`config.mk`:
```
export PLATFORM = sky130hd
export DESIGN_NAME = fetch_align
export DESIGN_NICKNAME = d
export VERILOG_FILES = /design/src/rtl/fetch_align.sv
export SDC_FILE = /design/constraint.sdc
export NUM_CORES = 1
export LEC_CHECK = 0
export ABC_AREA = 0
export BUFFER_PORTS_ARGS = -buffer_cell sky130_fd_sc_hd__buf_2
export CORE_AREA = 2 2 154 119
export DETAILED_ROUTE_END_ITERATION = 8
export DIE_AREA = 0 0 156 121
export HOLD_SLACK_MARGIN = 0.02
export PLACE_DENSITY_LB_ADDON = 0.12
export SYNTH_ARGS = -nofsm -noshare
export SYNTH_HDL_FRONTEND = slang
export SYNTH_SLANG_ARGS = --single-unit
```
`constraint.sdc`:
```
create_clock -name clk -period 10.26 [get_ports clk]
set_input_delay 3.078 -clock clk [delete_from_list [all_inputs] [get_ports clk]]
set_output_delay 3.078 -clock clk [all_outputs]
set_load 0.02 [all_outputs]
```
`src/rtl/fetch_align.sv`:
```
// RV32IC fetch/realign: drives imem word addresses and turns the returned words into 16/32-bit instructions.
// Latency: request on the first edge, instruction two cycles later; stall holds the head and fetching stops once the queue is full.
module fetch_align #(
  parameter int          ADDR_WIDTH = 11,
  parameter logic [31:0] RESET_PC   = 32'h0
) (
  input  logic                  clk,
  input  logic                  rst,
  output logic [ADDR_WIDTH-1:0] imem_addr,
  input  logic [31:0]           imem_dout,
  input  logic                  stall,
  input  logic                  redirect_valid,
  input  logic [31:0]           redirect_pc,
  output logic                  instr_valid,
  output logic [31:0]           instr,
  output logic [31:0]           instr_pc,
  output logic                  instr_is_c
);

  // Byte PCs live in the imem address space and wrap with it.
  localparam logic [31:0] PC_MASK = 32'((64'h1 << (ADDR_WIDTH + 2)) - 64'h1);

  logic [15:0] q [4];
  logic [2:0]  hcnt;
  logic [31:0] head_pc;
  logic [31:0] fetch_pc;
  logic        rsp_valid;
  logic        drop_lo;

  logic        q0_is_c;
  logic        consume;
  logic [1:0]  popped;
  logic [2:0]  hrem;
  logic        issue;
  logic [15:0] sh   [4];
  logic [15:0] in_h [2];
  logic [1:0]  in_n;
  logic [15:0] q_n  [4];
  logic [2:0]  hcnt_n;

  assign q0_is_c     = (q[0][1:0] != 2'b11);
  assign instr_valid = ((hcnt >= 3'd1) && q0_is_c) || (hcnt >= 3'd2);
  assign instr       = q0_is_c ? {16'h0, q[0]} : {q[1], q[0]};
  assign instr_is_c  = instr_valid && q0_is_c;
  assign instr_pc    = head_pc;
  assign imem_addr   = fetch_pc[ADDR_WIDTH+1:2];

  assign consume = instr_valid && !stall && !redirect_valid;

  always_comb begin
    popped = 2'd0;
    if (consume) popped = q0_is_c ? 2'd1 : 2'd2;
    hrem = hcnt - {1'b0, popped};
    // Only request when the queue can absorb both the in-flight word and this one.
    issue = !redirect_valid && ((hrem + (rsp_valid ? 3'd2 : 3'd0)) <= 3'd2);
  end

  always_comb begin
    sh[0] = (popped == 2'd2) ? q[2] : (popped == 2'd1) ? q[1] : q[0];
    sh[1] = (popped == 2'd2) ? q[3] : (popped == 2'd1) ? q[2] : q[1];
    sh[2] = (popped == 2'd1) ? q[3] : q[2];
    sh[3] = q[3];
    in_h[0] = drop_lo ? imem_dout[31:16] : imem_dout[15:0];
    in_h[1] = imem_dout[31:16];
    in_n    = rsp_valid ? (drop_lo ? 2'd1 : 2'd2) : 2'd0;
    for (int i = 0; i < 4; i++) begin
      q_n[i] = sh[i];
      if ((3'(i) >= hrem) && ((3'(i) - hrem) < {1'b0, in_n}))
        q_n[i] = (3'(i) == hrem) ? in_h[0] : in_h[1];
    end
    hcnt_n = hrem + {1'b0, in_n};
  end

  always_ff @(posedge clk or posedge rst) begin
    if (rst) begin
      for (int i = 0; i < 4; i++) q[i] <= 16'h0;
      hcnt      <= 3'd0;
      rsp_valid <= 1'b0;
      fetch_pc  <= RESET_PC & ~32'h3 & PC_MASK;
      head_pc   <= RESET_PC & ~32'h1 & PC_MASK;
      drop_lo   <= RESET_PC[1];
    end else if (redirect_valid) begin
      // The word in flight belongs to the old path and is discarded.
      hcnt      <= 3'd0;
      rsp_valid <= 1'b0;
      fetch_pc  <= redirect_pc & ~32'h3 & PC_MASK;
      head_pc   <= redirect_pc & ~32'h1 & PC_MASK;
      drop_lo   <= redirect_pc[1];
    end else begin
      for (int i = 0; i < 4; i++) q[i] <= q_n[i];
      hcnt      <= hcnt_n;
      rsp_valid <= issue;
      if (issue)
        fetch_pc <= ((fetch_pc & ~32'h3) + 32'd4) & PC_MASK;
      if (consume)
        head_pc <= (head_pc + (q0_is_c ? 32'd2 : 32'd4)) & PC_MASK;
      if (rsp_valid)
        drop_lo <= 1'b0;
    end
  end

endmodule

```
; ---- Yosys cells after proc, flatten, opt, wreduce, memory -nomap -nowiden
; Cells that the tools add are included.
[op_classes]
addsub = 9
order_cmp = 11
eq_ne = 6
n_mux = 28
bitwise_logic = 1
reduce_logical = 23
[ops]
columns = op, n
row1 = $mux 16, 13
row2 = $mux 32, 3
row3 = $mux 13, 2
row4 = $add 13x3->13, 1
row5 = $add 13x3->13 const B, 1
row6 = $lt 3x2->1, 4
row7 = $mux 2, 5
row8 = $logic_and 1x1->1, 9
row9 = $reduce_and 2->1, 4
row10 = $reduce_bool 2->1, 4
row11 = $add 3x2->3, 2
row12 = $eq 2x3->1 const A, 2
row13 = $ge 1x3->1 const A, 2
row14 = $ge 2x3->1 const A, 2
row15 = $mux 3, 2
row16 = $reduce_bool 3->1, 2
row17 = $sub 1x3->3 const A, 2
row18 = $sub 2x3->3 const A, 2
row19 = $eq 1x3->1 const A, 1
row20 = $ge 3x1->1 const B, 1
row21 = $ge 3x2->1 const B, 1
row22 = $le 3x2->1 const B, 1
row23 = $logic_not 3->1, 1
row24 = $mux 1, 3
row25 = other kinds (7), 8
[totals]
ff_bits = 114
input_bits = 68
elab_cells = 87

; ---- Longest topological paths before layout
[depth]
word_depth = 12
ltp_mapped = 17

; ---- Worst setup path before layout
; No wires, ideal clock.
[synth_path]
path_kind = input port to flip-flop
start = in redirect_valid
end = reg q[52] (netlist name)
setup_time_ns = 0.126
t_arrival_ns = 6.626
t_required_ns = 10.134
setup_slack_ns = 3.507
path_stages = 16
n_path_buf = 6
path_cell_list = clkbuf_1 or4_1 buf_2 inv_6 buf_6 fa_1 clkbuf_1 inv_1 ha_1 ha_1 a211oi_1 and2_1 buf_2 buf_2 a21oi_1 o32a_1
[synth_via]
elab_chain_cells = 9
[synth_rtl]
columns = element, line
row1 = "start, declared", 12  ; input logic redirect_valid,
row2 = $logic_not 1->1, 48  ; assign consume = instr_valid && !stall && !redirect_valid;
row3 = $logic_and 1x1->1, 48
row4 = $mux 2, 52  ; if (consume) popped = q0_is_c ? 2'd1 : 2'd2;
row5 = $sub 3x2->3, 53  ; hrem = hcnt - {1'b0, popped};
row6 = $sub 1x3->3, 68  ; if ((3'(i) >= hrem) && ((3'(i) - hrem) < {1'b0, in_n}))
row7 = $lt 3x2->1, 68
row8 = $logic_and 1x1->1, 68
row9 = $reduce_bool 3->1 (no source line), n/a
row10 = $reduce_and 2->1 (no source line), n/a
row11 = "end, declared", 23  ; logic [15:0] q [4];
; Several ways; a longest one is shown, not always the timed one.
; A chain may end at the register's enable or synchronous reset.

; ---- Final worst setup path
[layout_path]
start = in redirect_valid
end = reg q[50] (netlist name)
; The elaborated chain is that of the path after synthesis.

==> impl_results.md <==
- Clock latency at the later pin of the worst-skew pair: 350 ps
- HPWL reported at the end of detailed placement: 11.3 mm
- Row Count: 42
- Commonest non-fill, non-tap cell in the layout: buf_2
- Max Cap Viol: 0
- Max VDD drop: 0.230 mV
- Worst Skew: 6.43 ps
- Sequential fraction of the synthesis area: 38.6%
- Top FF cell, synth: dfrtp_1
- Hold_sp: q[54]
- P_leak: 3.41 nW
- Setup slack, reg-to-reg: 4880 ps
- Worst hold endpoint: q[54]
- Die width: 156 µm
- Fillers: 1729
- Reg2reg path depth: 12
- Antenna Violating Nets Remaining: 0
- Clock-pin slew on the worst setup and hold paths: 60 ps
- Yosys reg bits: 92
- Syn avg cell area: 9.61 µm²
- Power per Cell Area: 372 nW/µm²
- Synth-to-Final Area Change: 14.2%
- Residual DRC: 0
- Total grt overflow: 0
- RR Endpoint: q[50]
- Worst setup SP type: primary input
- F_max: 135 MHz
- Vias: 4821
- Share of cells above drive strength 1: 24.3%
- Cells after Synth: 621
- Total GRT Usage: 19.0%
- Final GP Congestion: 0.757
- DR WL/cell: 18.8 µm
- Full die area: 18900 µm²
- Core Area: 17300 µm²
- CP Data Arrival Time: 7680 ps
- Vert. Die Dim: 121 µm
- Post-synth EDFFs: 0
- Cts bufs inserted: 9
- Fin Hold WS: 491 ps
- Worst path cell trace: buf_2, buf_4, or4_1, buf_4, inv_6, fa_1, inv_1, ha_1, ha_1, a211oi_1, and2_1, o21a_1, o32a_1
- Setup Buffers After CTS: 0
- Slowest stage delay, CP: 770 ps
- CP endpoint kind: flip-flop
- Final WL: 17.2 mm
- Tcrit/Tclk final: 72.0%
- H-tree level count: 3
- CP Class: in -> reg
- Rel. slew slack: 22.6%
- Register area: 2300 µm²
- TritonCTS Sinks: 92
- CTS tree: yes
- Mapped cell area: 5970 µm²
- Max FO, Critical Path: 28
- Tightest Pin Transition: 1160 ps
- Max Root-Sink Buffers: 2
- Fin. Hold Viols: 0
- Critical path required time: 10550 ps
- HP Class: reg -> reg
- RR Startpoint: q[48]
- Largest net degree at the start of global routing: 71
- Drt pass-1 iters: 5
- Period minus WS final: 7380 ps
- Cells on Worst Hold Path: 1
- Post-CTS resize count: 0
- Asr flop ratio synth: 100%
- Critical path buffer and inverter count: 5
- Boundary Pins: 145
- Hold_buf cts: 0
- Most used cells in the layout excluding fill and tap cells: 104 x buf_2, 92 x dfrtp_1, 80 x mux2i_1
- Initial Utilization: 34.5%
- Unrepaired setup endpoints after global routing: no
- Post-layout util: 39.4%
- Initial antenna violation count: 2
- Initial DRC count: 247
- Multi-input gate area: 3170 µm²
- Port bufs: 104
- Final setup viols: 0
- Clock root buffer: clkbuf_16
- TNS Setup: 0 ps
- Crit-path leading delay family: compound AO/OA/AOI/OAI gates
- Final nets: 777
- Slowest-stage cell, CP: o21a_1
- Vias in the first global route: 4908
- Vias/cell: 5.26
- First-pass GRT wire length: 27.3 mm
- Post-synthesis cell type count: 49
- Final-report max-slew violation count: 0
- Outcome: completed
- Synth Warn #: 0
[area by class of cell]
type,count,share of cell area [%]
Antenna cell,2,0.0734
Sequential cell,92,33.8
Clock buffer,9,3.30
Inverter,32,1.85
Tap cell,220,4.04
Clock inverter,6,1.65
Timing Repair Buffer,114,8.74
Multi-Input combinational cell,442,46.6
[worst register-to-register path: stages (launching register included)]
cell and delay, ps:
dfrtp_1 430, nand2_1 580, or4_1 620, buf_4 280, inv_6 300, fa_1 660, inv_1 260, ha_1 280
ha_1 300, a211oi_1 340, and2_1 210, o21a_1 770, o32a_1 300
[worst max-delay path by stage]
stage	from	endpoint	slack, ps	depth (start not counted)
after CTS	redirect_valid	q[50]	2920	13
after detailed placement	redirect_valid	q[61]	2560	13
after global placement	redirect_valid	q[62]	2580	13
after global routing	redirect_valid	q[55]	2650	13
after floorplan	redirect_valid	q[52]	3510	16
final	redirect_valid	q[50]	2880	13
[report_power, final]
part	switching (mW)	total (mW)	internal, mW
clock	0.149	0.387	0.238
sequential	0.114	0.637	0.523
combinational	0.931	1.51	0.578
total	1.19	2.53	1.34
[kinds of logic after synthesis]
| logic type | share of synthesized area [%] |
|---|---|
| buffers and inverters | 9.66 |
| other | 0.0628 |
| AOI/OAI and AO/OA | 14.0 |
| muxes | 19.1 |
| xor gates and xnor gates | 3.73 |
| adders and majority gates | 4.15 |
| DFF | 38.6 |
| and+or+nand+nor | 10.7 |
[sequential cells by signal, summed over array words and instances, names as in the netlist]
register and count:
rsp_valid 1, drop_lo 1, q 64, fetch_pc 11, hcnt 3, instr_pc 12
[layer usage]
metal	track usage, %	vias up	part of all wire, %
li1	-	2283	-
met1	27.0	2391	48
met2	29.1	133	45
met3	4.29	14	5.7
met4	5.62	0	1.3
met5	0	-	0
[cell usage after synthesis, drive strengths merged (2+ instances only)]
| master | n | area share, % |
|---|---|---|
| nand3 | 6 | 0.50 |
| buf | 57 | 6.5 |
| nor2 | 45 | 2.9 |
| a222oi | 15 | 2.5 |
| nand4 | 8 | 0.84 |
| a211oi | 3 | 0.38 |
| and3 | 7 | 0.73 |
| mux2i | 80 | 13 |
| dfrtp | 92 | 39 |
| nand2b | 4 | 0.42 |
| a21oi | 59 | 5.1 |
| mux2 | 30 | 5.7 |
| xor2 | 4 | 0.59 |
| and2 | 3 | 0.31 |
| inv | 32 | 2.1 |
| ha | 15 | 3.1 |
| nor3 | 2 | 0.17 |
| xnor2 | 18 | 2.8 |
| o21ai | 20 | 1.7 |
| clkbuf | 17 | 1.1 |
| a31oi | 2 | 0.21 |
| o32a | 16 | 2.7 |
| nand2 | 67 | 4.2 |
| fa | 3 | 1.0 |
| o2111ai | 2 | 0.40 |
[per-stage QoR]
step	cell area (µm²)	instances	worst slack, ps	power (mW)
global placement	6470	900	2580	2.12
floorplan	6040	640	3510	1.77
detailed placement	6470	900	2560	2.16
finish	6820	917	2880	2.53
CTS	6810	915	2920	2.55
global route	6810	916	2650	2.75
Power figures use the tool's default switching activity.
